File: src/rtl/hazard_ctrl.sv
// hazard_ctrl: pipeline hazard controller for the 5-stage MIPS core.
// Drives forwarding selects, per-stage stall/flush, a data-SRAM wait
// state machine and a saturating count of front-end stall cycles.
module hazard_ctrl #(
  parameter int REG_W   = 5,
  parameter int MEM_LAT = 2,
  parameter int CNT_W   = 32
) (
  input  logic             clk,
  input  logic             rst,
  input  logic [REG_W-1:0] rsD,
  input  logic [REG_W-1:0] rtD,
  input  logic             branchD,
  input  logic [REG_W-1:0] rsE,
  input  logic [REG_W-1:0] rtE,
  input  logic [REG_W-1:0] writeregE,
  input  logic             regwriteE,
  input  logic             memtoregE,
  input  logic             stall_divE,
  input  logic [REG_W-1:0] writeregM,
  input  logic             regwriteM,
  input  logic             memtoregM,
  input  logic             hilo_writeM,
  input  logic             memaccM,
  input  logic             exceptM,
  input  logic [REG_W-1:0] writeregW,
  input  logic             regwriteW,
  input  logic             hilo_writeW,
  output logic [1:0]       forwardaE,
  output logic [1:0]       forwardbE,
  output logic [1:0]       forwardHiLoE,
  output logic             forwardaD,
  output logic             forwardbD,
  output logic             stallF,
  output logic             stallD,
  output logic             stallE,
  output logic             stallM,
  output logic             flushD,
  output logic             flushE,
  output logic             flushM,
  output logic             flushW,
  output logic [CNT_W-1:0] stall_cycles
);

  localparam int WCNT_W = (MEM_LAT > 0) ? $clog2(MEM_LAT + 1) : 1;
  localparam logic [WCNT_W-1:0] WCNT_INIT = (MEM_LAT > 0) ? WCNT_W'(MEM_LAT - 1) : '0;
  localparam logic [CNT_W-1:0]  CNT_MAX   = '1;

  typedef enum logic {IDLE = 1'b0, WAIT = 1'b1} state_t;

  state_t            state;
  logic [WCNT_W-1:0] wcnt;
  logic              memwait;
  logic              lwstall;
  logic              brstall;
  logic              stall_exe;

  // Select for one E operand: M result wins over W, register 0 never forwards.
  function automatic logic [1:0] fwd_sel(input logic [REG_W-1:0] src,
                                         input logic [REG_W-1:0] wm, input logic rwm,
                                         input logic [REG_W-1:0] ww, input logic rww);
    if (src != '0 && src == wm && rwm)      return 2'b10;
    else if (src != '0 && src == ww && rww) return 2'b01;
    else                                    return 2'b00;
  endfunction

  // Combinational forwarding selects for E and for the decode branch compare.
  always_comb begin
    forwardaE    = fwd_sel(rsE, writeregM, regwriteM, writeregW, regwriteW);
    forwardbE    = fwd_sel(rtE, writeregM, regwriteM, writeregW, regwriteW);
    forwardHiLoE = hilo_writeM ? 2'b10 : (hilo_writeW ? 2'b01 : 2'b00);
    forwardaD    = (rsD != '0) && (rsD == writeregM) && regwriteM;
    forwardbD    = (rtD != '0) && (rtD == writeregM) && regwriteM;
  end

  // Load-use and branch-operand interlock detection.
  always_comb begin
    lwstall = memtoregE && (((rtE == rsD) && (rsD != '0)) || ((rtE == rtD) && (rtD != '0)));
    brstall = branchD && (
                (regwriteE && (writeregE != '0) && ((writeregE == rsD) || (writeregE == rtD))) ||
                (memtoregM && (writeregM != '0) && ((writeregM == rsD) || (writeregM == rtD))));
  end

  // Memory wait is asserted from the first cycle of an access, not one cycle later.
  always_comb begin
    memwait = 1'b0;
    if (MEM_LAT > 0) begin
      if (state == IDLE) memwait = memaccM;
      else               memwait = (wcnt != '0);
    end
  end

  // Wait FSM: counts the extra SRAM cycles; the release cycle drops back to IDLE.
  always_ff @(posedge clk or posedge rst) begin
    if (rst) begin
      state <= IDLE;
      wcnt  <= '0;
    end else if (exceptM) begin
      state <= IDLE;
      wcnt  <= '0;
    end else begin
      case (state)
        IDLE: begin
          if ((MEM_LAT > 0) && memaccM) begin
            state <= WAIT;
            wcnt  <= WCNT_INIT;
          end
        end
        WAIT: begin
          if (wcnt != '0) wcnt  <= wcnt - WCNT_W'(1);
          else            state <= IDLE;
        end
        default: state <= IDLE;
      endcase
    end
  end

  // Stall/flush equations; a committed exception overrides all of them.
  always_comb begin
    stall_exe = memwait || stall_divE;
    if (exceptM) begin
      stallF = 1'b0;
      stallD = 1'b0;
      stallE = 1'b0;
      stallM = 1'b0;
      flushD = 1'b1;
      flushE = 1'b1;
      flushM = 1'b1;
      flushW = 1'b1;
    end else begin
      stallM = memwait;
      stallE = stall_exe;
      stallD = stall_exe || lwstall || brstall;
      stallF = stall_exe || lwstall || brstall;
      flushW = memwait;
      flushM = stall_divE && !memwait;
      flushE = (lwstall || brstall) && !stall_exe;
      flushD = 1'b0;
    end
  end

  // Saturating count of cycles in which fetch is held.
  always_ff @(posedge clk or posedge rst) begin
    if (rst)                                    stall_cycles <= '0;
    else if (stallF && stall_cycles != CNT_MAX) stall_cycles <= stall_cycles + CNT_W'(1);
  end

endmodule

File: config.mk
export PLATFORM = sky130hd
export DESIGN_NAME = hazard_ctrl
export DESIGN_NICKNAME = d
export VERILOG_FILES = /design/src/rtl/hazard_ctrl.sv
export SDC_FILE = /design/constraint.sdc
export NUM_CORES = 1
export LEC_CHECK = 0
export ABC_AREA = 1
export BUFFER_PORTS_ARGS = -buffer_cell sky130_fd_sc_hd__buf_2
export CORE_UTILIZATION = 57
export DETAILED_ROUTE_END_ITERATION = 7
export PLACE_DENSITY = 0.92
export SYNTH_ARGS = -nofsm -noshare
export SYNTH_HDL_FRONTEND = slang
export SYNTH_SLANG_ARGS = --single-unit
File: constraint.sdc
create_clock -name clk -period 4 [get_ports clk]
set_input_delay 0.4 -clock clk [delete_from_list [all_inputs] [get_ports clk]]
set_output_delay 0.4 -clock clk [all_outputs]
set_load 0.02 [all_outputs]
==> summary.md <==
| Metric | Value |
|---|---|
| Mapped Cells | `roughly 520` |
| Worst setup path end | `stall_cycles[16]$_DFFE_PP0P_` |
| Crit path launch | `stall_cycles[0]$_DFFE_PP0P_` |
| Die H | `slightly below 80 um` |
| Setup Viol. Count Final | `0` |
| Final wirelength | `about 9000 um` |
| Pin count of the biggest net entering global routing | `36` |
| Clock Power Share | `between 30% and 40%` |
| LEAKAGE | `~0.0022 uW` |
| Post-synth ARST share | `100%` |
| PD cells | `274 mW/mm2` |
| Slew @ Worst Pin | `about 0.95 ns` |
| GRT overflow | `0` |
| Layout cell share with drive strength beyond 1 | `roughly a fifth` |
| Cell repeated most along the worst path | `nand2_1` |
| Pwr Total | `roughly 1000 uW` |
| WHS | `about 0.19 ns` |
| CTS sink cnt | `35` |
| RSZ-0062 raised after global routing | `false` |
| Pre-CTS setup slack | `about 1.3 ns` |
| Critical Path RT | `roughly 4.2 ns` |
| Area grow syn2layout | `17.9%` |
| WP data arrival | `around 3.0 ns` |
| Die X | `77.4 um` |
| Number of gates resized after cts | `0` |
| R2R cell count | `9` |
| Post-synth EDFFs | `0` |
| Max VDD drop | `0.207 mV` |
| WP buf/inv | `0` |
| Combinational share of power | `between 20 and 30%` |
| Cts bufs inserted | `5` |
| CP delay by family, top | `simple AND/OR/NAND/NOR gates` |
| Starting Density | `58.8%` |
| Wire per inst | `between 10 and 15 um` |
| Final period utilization | `around 69%` |
| Setup Buffers After CTS | `0` |
| Clk root buf | `clkbuf_8` |
| Slew Viols, Final | `0` |
| Via-to-Cell Ratio | `~5.4` |
| Number of max-cap violations | `0` |
| CTS clock-pin slew for the worst setup and hold paths | `about 0.080 ns` |
| HP Class | `input pin to async pin` |
| Post-route ant nets | `0` |
| Syn avg cell area | `6.20 um2` |
| Ant diodes | `0` |
| I/O Buffers | `95` |
| Critical path class | `register to register` |
| Vias in the first global route | `around 3.4k` |
| #FFs+latches synth | `35` |
| Clk_skew | `between 0.01 and 0.015 ns` |
| Psw | `364 uW` |
| Htree depth | `2` |
| Nets@finish | `~660` |
| Maximum clock insertion buffer count | `2` |
| Initial antenna violation count | `0` |
| Fmax | `between 300 and 400 MHz` |
| Post-synth top flop | `dfrtp_1` |
| Drt pass-1 iters | `5` |
| Worst-path cell with the longest stage delay | `nand3_2` |
| Crit Path Max Fanout | `33` |
| Levels on crit path | `9` |
| Endpoint class of the critical path | `register` |
| Reg2reg setup slack | `approximately 1.3 ns` |
| DR iter-0 viols | `approximately 240` |
| Area of the die | `0.00599 mm2` |
| Worst r2r dst | `stall_cycles[16]$_DFFE_PP0P_` |
| Outcome | `complete, no violations` |
| Core ar. | `between 0.005 and 0.006 mm2` |
| Worst setup margin | `between 1 and 1.5 ns` |
| Residual DRC | `0` |
| Setup tns final | `0 ns` |
| DPL Wire Length | `between 7000 and 8000 um` |
| Placer Congestion | `slightly above 1` |
| Post-synthesis sequential area ratio | `between 20% and 30%` |
| Total GRT Usage | `31.0%` |
| Crit path launch type | `register` |
| Critical path, cell by cell | `ha_1 > nand2_1 > nor2_2 > nand2_2 > nor3_2 > nand3_2 > nand3_2 > nand2_1 > nand2_1` |
| Worst rel slew slack | `36.0%` |
| First-pass GRT wire length | `~15000 um` |
| Mapped cell area | `0.00324 mm2` |
| Final Hold Fails | `0` |
| Core Util, Final | `between 60% and 70%` |
| Register share of total power | `between 30% and 40%` |
| TritonCTS clock tree | `built` |
| Slowest stage delay, CP | `between 0.6 and 0.7 ns` |
| Worst-Skew Late Latency | `~0.30 ns` |
| Vias | `around 3.6k` |
| RR Startpoint | `stall_cycles[0]$_DFFE_PP0P_` |
| Synth warn | `0` |
| Hold buffers post-CTS | `0` |
| Post-Syn Nets | `approximately 570` |
| Distinct cell type count after synthesis | `32` |
| Sw Share | `about a third` |
| Period minus WS final | `roughly 2.7 ns` |
| Total internal power | `683 uW` |
| # rows | `27` |
| Ports | `96` |
==> power groups by stage <==
| stage | registers, uW | clock network, uW | logic (uW) |
|---|---|---|---|
| 2_1_floorplan | 437 | 0 | 179 |
| 3_3_place_gp | 415 | 0 | 290 |
| 3_5_place_dp | 417 | 0 | 300 |
| 4_1_cts | 411 | 336 | 300 |
| 5_1_grt | 417 | 352 | 335 |
| 6_report | 411 | 335 | 300 |
==> tightest hold or removal path, delay by kind of cell <==
family	cells	cell delay, ns
buffers and inverters	3	0.52
==> synth_stat cells (2+ instances only) <==
master / count / share of area [%]
a211oi_1: 2 / 0.46
a21oi_1: 4 / 0.62
buf_2: 7 / 1.1
buf_4: 3 / 0.70
buf_6: 3 / 1.0
clkbuf_1: 5 / 0.58
dfrtp_1: 35 / 27
ha_1: 2 / 0.77
inv_1: 50 / 5.8
inv_2: 8 / 0.93
nand2_1: 205 / 24
nand2_2: 2 / 0.39
nand3_1: 13 / 2.0
nand3_2: 2 / 0.62
nand3b_1: 3 / 0.70
nand4_1: 39 / 7.5
nor2_1: 50 / 5.8
nor3_1: 21 / 3.2
nor4_1: 3 / 0.58
o21ai_0: 6 / 0.93
xnor2_1: 16 / 4.3
xor2_1: 33 / 8.9
==> cells in the final DEF (no fill, tap or decap), types with 8 or more instances in the layout <==
| master | n |
|---|---|
| nand2_1 | 205 |
| buf_2 | 95 |
| inv_1 | 50 |
| nor2_1 | 50 |
| nand4_1 | 39 |
| dfrtp_1 | 35 |
| xor2_1 | 33 |
| nor3_1 | 21 |
| xnor2_1 | 16 |
| nand3_1 | 13 |
| inv_2 | 8 |
==> flip-flops by register name (all words and copies together) (netlist names) <==
| register | flops |
|---|---|
| stall_cycles | 32 |
| state | 1 |
| wcnt | 2 |
==> final cells by class <==
class                      instances  area [um2]
clock inverter                     2        35.0
timing repair buffer              96         483
tap                               72        90.1
sequential                        35         876
inverter                          59         221
fill                             476        1690
multi-input combinational        410        2030
clock buffer                       6        82.6
==> routing by layer <==
metal	routed length, um	vias to the layer above	GRT usage, %
met3	399	28	3.18
met1	3610	1647	33.7
met5	0	-	0
met2	4660	142	58.7
met4	343	0	16.0
li1	-	1826	-
==> kinds of logic (layout without fill, tap and decap cells) <==
group | after synthesis | after routing | share of synthesized area [%]
AND/OR/NAND/NOR | 342 | 342 | 45.6
buffers and inverters | 77 | 163 | 10.2
XOR/XNOR | 49 | 49 | 13.3
flip-flops | 35 | 35 | 27.0
AO/OA/AOI/OAI | 17 | 17 | 3.13
adder cells (fa/ha/maj) | 2 | 2 | 0.773
==> metrics by stage <==
stage	cell area (um2)	std cells
2_1_floorplan	3240	522
3_3_place_gp	3700	672
3_5_place_dp	3700	672
4_1_cts	3820	680
5_1_grt	3820	680
6_report	3820	680
==> how the worst min path moves through the flow <==
| stage | from | to | slack, ns | depth (start not counted) |
|---|---|---|---|---|
| floorplan | wcnt[1]$_DFFE_PP0P_ | wcnt[1]$_DFFE_PP0P_ | 0.51 | 2 |
| global placement | stall_cycles[31]$_DFFE_PP0P_ | stall_cycles[31]$_DFFE_PP0P_ | 0.48 | 2 |
| detailed placement | stall_cycles[31]$_DFFE_PP0P_ | stall_cycles[31]$_DFFE_PP0P_ | 0.48 | 2 |
| CTS | rst | stall_cycles[29]$_DFFE_PP0P_ | 0.21 | 3 |
| global route | rst | stall_cycles[29]$_DFFE_PP0P_ | 0.24 | 3 |
| finish | rst | stall_cycles[29]$_DFFE_PP0P_ | 0.19 | 3 |
Power figures use the tool's default switching activity.
